--- src/rtl/cache_ctrl.sv ---
// Sequencing controller for the 2-way set-associative write-back data cache.
// Optional hit/miss statistics are built only when CACHE_STATS_EN is defined.
module cache_ctrl #(
  parameter int SETS  = 8,
  parameter int WORDS = 8,
  parameter int TAG_W = 24
) (
  input  logic                     CLK,
  input  logic                     RST,
  input  logic                     cpu_req,
  input  logic                     cpu_we,
  input  logic [31:0]              cpu_addr,
  output logic                     cpu_ready,
  input  logic [1:0]               way_hit,
  input  logic [1:0]               way_valid,
  input  logic [1:0]               way_dirty,
  input  logic [TAG_W-1:0]         victim_tag,
  output logic                     victim_way,
  output logic                     arr_we,
  output logic                     arr_way,
  output logic [$clog2(WORDS)-1:0] arr_word,
  output logic                     arr_src_mem,
  output logic                     arr_set_dirty,
  output logic                     arr_tag_we,
  output logic                     mem_req,
  output logic                     mem_we,
  output logic [31:0]              mem_addr,
  input  logic                     mem_ack,
  output logic [31:0]              hit_count,
  output logic [31:0]              miss_count
);

  localparam int IW = $clog2(SETS);
  localparam int OW = $clog2(WORDS);

  // state     | meaning
  // IDLE      | waiting for cpu_req
  // LOOKUP    | tag compare; hit completes, miss picks victim
  // WRITEBACK | streaming dirty victim line to memory
  // FILL      | reading the requested line from memory into the victim way
  // UPDATE    | writing new tag/valid, then re-lookup
  localparam logic [2:0] IDLE      = 3'd0;
  localparam logic [2:0] LOOKUP    = 3'd1;
  localparam logic [2:0] WRITEBACK = 3'd2;
  localparam logic [2:0] FILL      = 3'd3;
  localparam logic [2:0] UPDATE    = 3'd4;

  logic [2:0]       state_q, state_d;
  logic [SETS-1:0]  lru_q, lru_d;
  logic [OW-1:0]    cnt_q, cnt_d;
  logic             victim_q, victim_d;

  logic [IW-1:0]    idx;
  logic [OW-1:0]    word;
  logic [TAG_W-1:0] tag;
  logic             hit, hit_way, victim_sel, cnt_last;
  logic             unused_addr_bits;

  assign idx              = cpu_addr[OW+2 +: IW];
  assign word             = cpu_addr[2 +: OW];
  assign tag              = cpu_addr[31 -: TAG_W];
  assign unused_addr_bits = ^cpu_addr[1:0];
  assign hit              = |way_hit;
  assign hit_way          = way_hit[1];
  assign cnt_last         = &cnt_q;

  // Invalid ways are filled before any valid line is evicted.
  assign victim_sel = !way_valid[0] ? 1'b0 :
                      !way_valid[1] ? 1'b1 : lru_q[idx];

  assign victim_way = (state_q == LOOKUP) ? victim_sel : victim_q;

  always_comb begin
    state_d       = state_q;
    lru_d         = lru_q;
    cnt_d         = cnt_q;
    victim_d      = victim_q;
    cpu_ready     = 1'b0;
    arr_we        = 1'b0;
    arr_way       = 1'b0;
    arr_word      = '0;
    arr_src_mem   = 1'b0;
    arr_set_dirty = 1'b0;
    arr_tag_we    = 1'b0;
    mem_req       = 1'b0;
    mem_we        = 1'b0;
    mem_addr      = '0;
    case (state_q)
      IDLE: begin
        if (cpu_req) state_d = LOOKUP;
      end
      LOOKUP: begin
        if (hit) begin
          cpu_ready    = 1'b1;
          lru_d[idx]   = ~hit_way;
          state_d      = IDLE;
          if (cpu_we) begin
            arr_we        = 1'b1;
            arr_way       = hit_way;
            arr_word      = word;
            arr_set_dirty = 1'b1;
          end
        end else begin
          victim_d = victim_sel;
          cnt_d    = '0;
          state_d  = (way_valid[victim_sel] && way_dirty[victim_sel]) ? WRITEBACK : FILL;
        end
      end
      WRITEBACK: begin
        mem_req  = 1'b1;
        mem_we   = 1'b1;
        mem_addr = {victim_tag, idx, cnt_q, 2'b00};
        if (mem_ack) begin
          cnt_d = cnt_q + 1'b1;
          if (cnt_last) begin
            cnt_d   = '0;
            state_d = FILL;
          end
        end
      end
      FILL: begin
        mem_req  = 1'b1;
        mem_addr = {tag, idx, cnt_q, 2'b00};
        if (mem_ack) begin
          arr_we      = 1'b1;
          arr_src_mem = 1'b1;
          arr_way     = victim_q;
          arr_word    = cnt_q;
          cnt_d       = cnt_q + 1'b1;
          if (cnt_last) state_d = UPDATE;
        end
      end
      UPDATE: begin
        arr_tag_we = 1'b1;
        arr_way    = victim_q;
        state_d    = LOOKUP;
      end
      default: state_d = IDLE;
    endcase
  end

  always_ff @(posedge CLK) begin
    if (RST) begin
      state_q  <= IDLE;
      lru_q    <= '0;
      cnt_q    <= '0;
      victim_q <= 1'b0;
    end else begin
      state_q  <= state_d;
      lru_q    <= lru_d;
      cnt_q    <= cnt_d;
      victim_q <= victim_d;
    end
  end

`ifdef CACHE_STATS_EN
  logic        refill_q;
  logic [31:0] hit_count_q, miss_count_q;

  // The lookup right after UPDATE completes a miss and must not count as a hit.
  always_ff @(posedge CLK) begin
    if (RST) begin
      refill_q     <= 1'b0;
      hit_count_q  <= '0;
      miss_count_q <= '0;
    end else begin
      if (state_q == UPDATE)      refill_q <= 1'b1;
      else if (state_q == LOOKUP) refill_q <= 1'b0;
      if (state_q == LOOKUP && hit && !refill_q) hit_count_q  <= hit_count_q + 32'd1;
      if (state_q == LOOKUP && !hit)             miss_count_q <= miss_count_q + 32'd1;
    end
  end

  assign hit_count  = hit_count_q;
  assign miss_count = miss_count_q;
`else
  assign hit_count  = '0;
  assign miss_count = '0;
`endif

endmodule

--- config.mk ---
export PLATFORM = sky130hd
export DESIGN_NAME = cache_ctrl
export DESIGN_NICKNAME = d
export VERILOG_FILES = /design/src/rtl/cache_ctrl.sv
export SDC_FILE = /design/constraint.sdc
export NUM_CORES = 1
export LEC_CHECK = 0
export ABC_AREA = 1
export CAP_MARGIN = 0
export CORE_ASPECT_RATIO = 0.6
export CORE_MARGIN = 10
export CORE_UTILIZATION = 30
export CTS_CLUSTER_SIZE = 24
export DETAILED_ROUTE_END_ITERATION = 10
export GPL_ROUTABILITY_DRIVEN = 1
export GPL_TIMING_DRIVEN = 0
export PLACE_DENSITY = 0.92
export SETUP_SLACK_MARGIN = 0.3
export SYNTH_ARGS = -nofsm -noshare
export SYNTH_HDL_FRONTEND = slang
export SYNTH_SLANG_ARGS = --single-unit
--- constraint.sdc ---
create_clock -name CLK -period 1.4 [get_ports CLK]
set_input_delay 0.14 -clock CLK [delete_from_list [all_inputs] [get_ports CLK]]
set_output_delay 0.14 -clock CLK [all_outputs]
set_load 0.02 [all_outputs]
==> impl_metrics.yaml <==
worst_setup_path:
  cp.required_ps: 1260
  regToRegStartpoint: "state_q[2]"
  r2r-end: "lru_q[1]"
  crit_type: "reg -> out"
  worstPathArrival_ps: 1660
  end_kind: "primary output"
  start_kind: "flip-flop"
  r2r_slack_ps: -260
  crit_fanout: 4
  rr_worst_depth: 11
synthesis:
  yosysUniqueCellTypes: 25
  ys_ff_latch: 15
  syn_inst: 250
  synth_compound_area_frac: 0.2413
  synth_fa_ha_area_frac: 0.01445
  synthesis.area_sq_um: 1732
  ys_warn_count: 0
  synth_area_per_cell_sq_um: 6.927
  synthMuxAreaShare: 0
  synth_xor_area_frac: 0
  synth_simple_gate_area_frac: 0.1951
  seq_area_frac_synth: 0.1734
  synthArstFlopShare: 0
  synth_top_family_by_area: "buffers and inverters"
  ys.flop_type: "dfxtp_1"
  synth-edff-count: 0
sta:
  post-route-period-util: 1.286
  finalClockSkew_ps: 16.31
  setup-violations-final: 53
  fmax_mhz: 555.4
  finalMaxSlewViolations: 0
  fin_ws_ps: -400.5
  final_hold_viol_count: 0
  period_minus_slack_ps: 1801
  rsz0062_at_grt: "true"
power:
  p_leak_nw: 1.959
  pwr-share-comb: 0.673
  pwr-share-seq: 0.188
  power_density_nw_per_um2: 686.7
  power.internal_mw: 1.551
  power.switching_mw: 1.166
  ir_drop_mv: 0.3028
  p_total_mw: 2.718
  p_clk_frac: 0.139
  p_sw_frac: 0.4292
cts:
  cts_sinks: 15
  clk_pin_slew_ps: 80
  cts_tree: "built"
  cts_buffers: 3
  clkLatencyLatePin_ps: 260
  cts_hold_buffers: 0
  clock_path_buffers: 2
  htreeDepth: 1
  clk_root_buffer_cell: "clkbuf_8"
hold_path:
  holdPathEnd: "lru_q[5]"
  hold_path.class: "in -> reg"
  hold_depth: 2
  hold_start: "way_hit[1]"
grt:
  grtUsageTotal: 0.1706
  met1_usage: 0.1774
  grtUsageMet3: 0.02684
  grt_pass1_vias: 2297
  grt_pass1_wl_microns: 12920
  use_met2: 0.3548
  grt_busiest_layer: "met2"
  grt_overflow: 0
  antenna_found_initial: 0
  grt_max_degree: 11
flow_run:
  cap_violations: 0
placement:
  pre_cts_ws_ps: -959.7
  portBuffers: 105
  dp_cells: 500
  dp_hpwl_microns: 6896
  place_congestion: 0.8344
floorplan:
  die_h_microns: 78.85
  coreArea_sq_um: 5570
  pin_count: 175
  dieArea_sq_um: 9311
  rows: 21
  initial_core_util: 0.3109
  dieWidth_microns: 118.1
route:
  num_vias: 2331
  drt_iter0_drc: 163
  wl_microns: 9981
  wl_per_cell_microns: 18.21
  drc: 0
  ant_nets: 0
  viasPerCell: 4.254
  drtPass1Iterations: 4
final_layout:
  n_antenna_cell: 0
  mostFrequentLayoutCells: "101 x buf_4, 66 x conb_1, 60 x clkdlybuf4s50_1"
  mostFrequentLayoutCell: "buf_4"
  drive_gt1_frac: 0.5299
  syn2layout_area_growth_pct: 128.5
  fin_nets: 538
  fin_cells: 548
outcome:
  violations: "setup timing"
  status: "finished with violations"
[sequential cells by signal, indices dropped and copies added (netlist names)]
| register | cells |
|---|---|
| lru_q | 8 |
| cnt_q | 3 |
| state_q | 3 |
| victim_q | 1 |
[through the flow]
stage | util | TNS, ps | hold WS [ps] | instance area [sq um]
4_1_cts | 0.6579 | -10910 | 243.0 | 3665
6_report | 0.7105 | -14610 | 245.3 | 3958
3_3_place_gp | 0.5797 | -21570 | 455.3 | 3229
3_5_place_dp | 0.5797 | -23450 | 471.6 | 3229
2_1_floorplan | - | -1587 | 218.5 | 2078
5_1_grt | 0.7105 | -18170 | 261.9 | 3958
[power groups by stage]
stage	Clock (mW)	Combinational (mW)	Sequential, mW
finish	0.377	1.83	0.511
global route	0.400	1.93	0.515
CTS	0.366	1.59	0.503
detailed placement	0	1.30	0.512
global placement	0	1.27	0.509
floorplan	0	0.828	0.505
[layout make-up]
type	count	area [sq um]
fillers	400	1613
repair buffers	149	1484
multi-input cells	195	1314
plain buffers	72	554.3
flip-flops and latches	15	315.3
inverters	33	143.9
well taps	80	100.1
clock buffers	3	41.29
clock inverters	1	5.005
[cell families (layout without fill, tap and decap cells)]
logic type	after synthesis	in the layout
adder cells (fa/ha/maj)	2	2
flip-flops	15	15
buffers and inverters	105	258
AND/OR/NAND/NOR	74	74
other	1	66
AO/OA/AOI/OAI	53	53
[Yosys cell counts, types with 2 or more instances]
library cell,instances,area share
a211oi_1,9,0.039
a21oi_1,8,0.023
o21ai_0,2,0.0058
nor2_4,3,0.020
nor2_1,25,0.054
nand2_1,28,0.061
nor2_2,11,0.040
nand3_1,5,0.014
ha_1,2,0.014
inv_2,7,0.015
o21ai_1,4,0.012
buf_2,4,0.012
buf_4,66,0.29
inv_1,26,0.056
a22o_1,24,0.12
a211oi_2,3,0.022
dfxtp_1,15,0.17
[worst max-delay path, cell delays in order (launching register included)]
cell     delay [ps]
dfxtp_2         370
inv_4            50
nor2_4          110
inv_4            70
buf_4           130
buf_6           110
buf_6           110
buf_6           110
buf_12          120
nor2_4           90
buf_6           120
[timing repair]
| action | 4_1_cts | 5_1_grt |
|---|---|---|
| gates resized for setup | 282 | 60 |
| pin swaps | 20 | 17 |
| gates cloned | 2 | 2 |
| endpoints found under the setup margin | 57 | 57 |
| buffers inserted | 28 | 12 |
[worst max path at each step]
stage,start,to,slack (ps),cells after the start
2_1_floorplan,state_q[1],arr_way,-120,9
3_5_place_dp,cpu_addr[5],victim_way,-960,10
3_3_place_gp,cpu_addr[5],victim_way,-910,10
6_report,state_q[1],mem_addr[5],-400,10
4_1_cts,state_q[1],arr_way,-400,10
5_1_grt,state_q[1],arr_way,-470,10
[per-layer routing]
layer / vias up / share of wire
li1: 1123 / -
met3: 18 / 0.052
met4: 0 / 0.016
met1: 1102 / 0.35
met5: - / 0
met2: 88 / 0.58
Power figures use the tool's default switching activity.
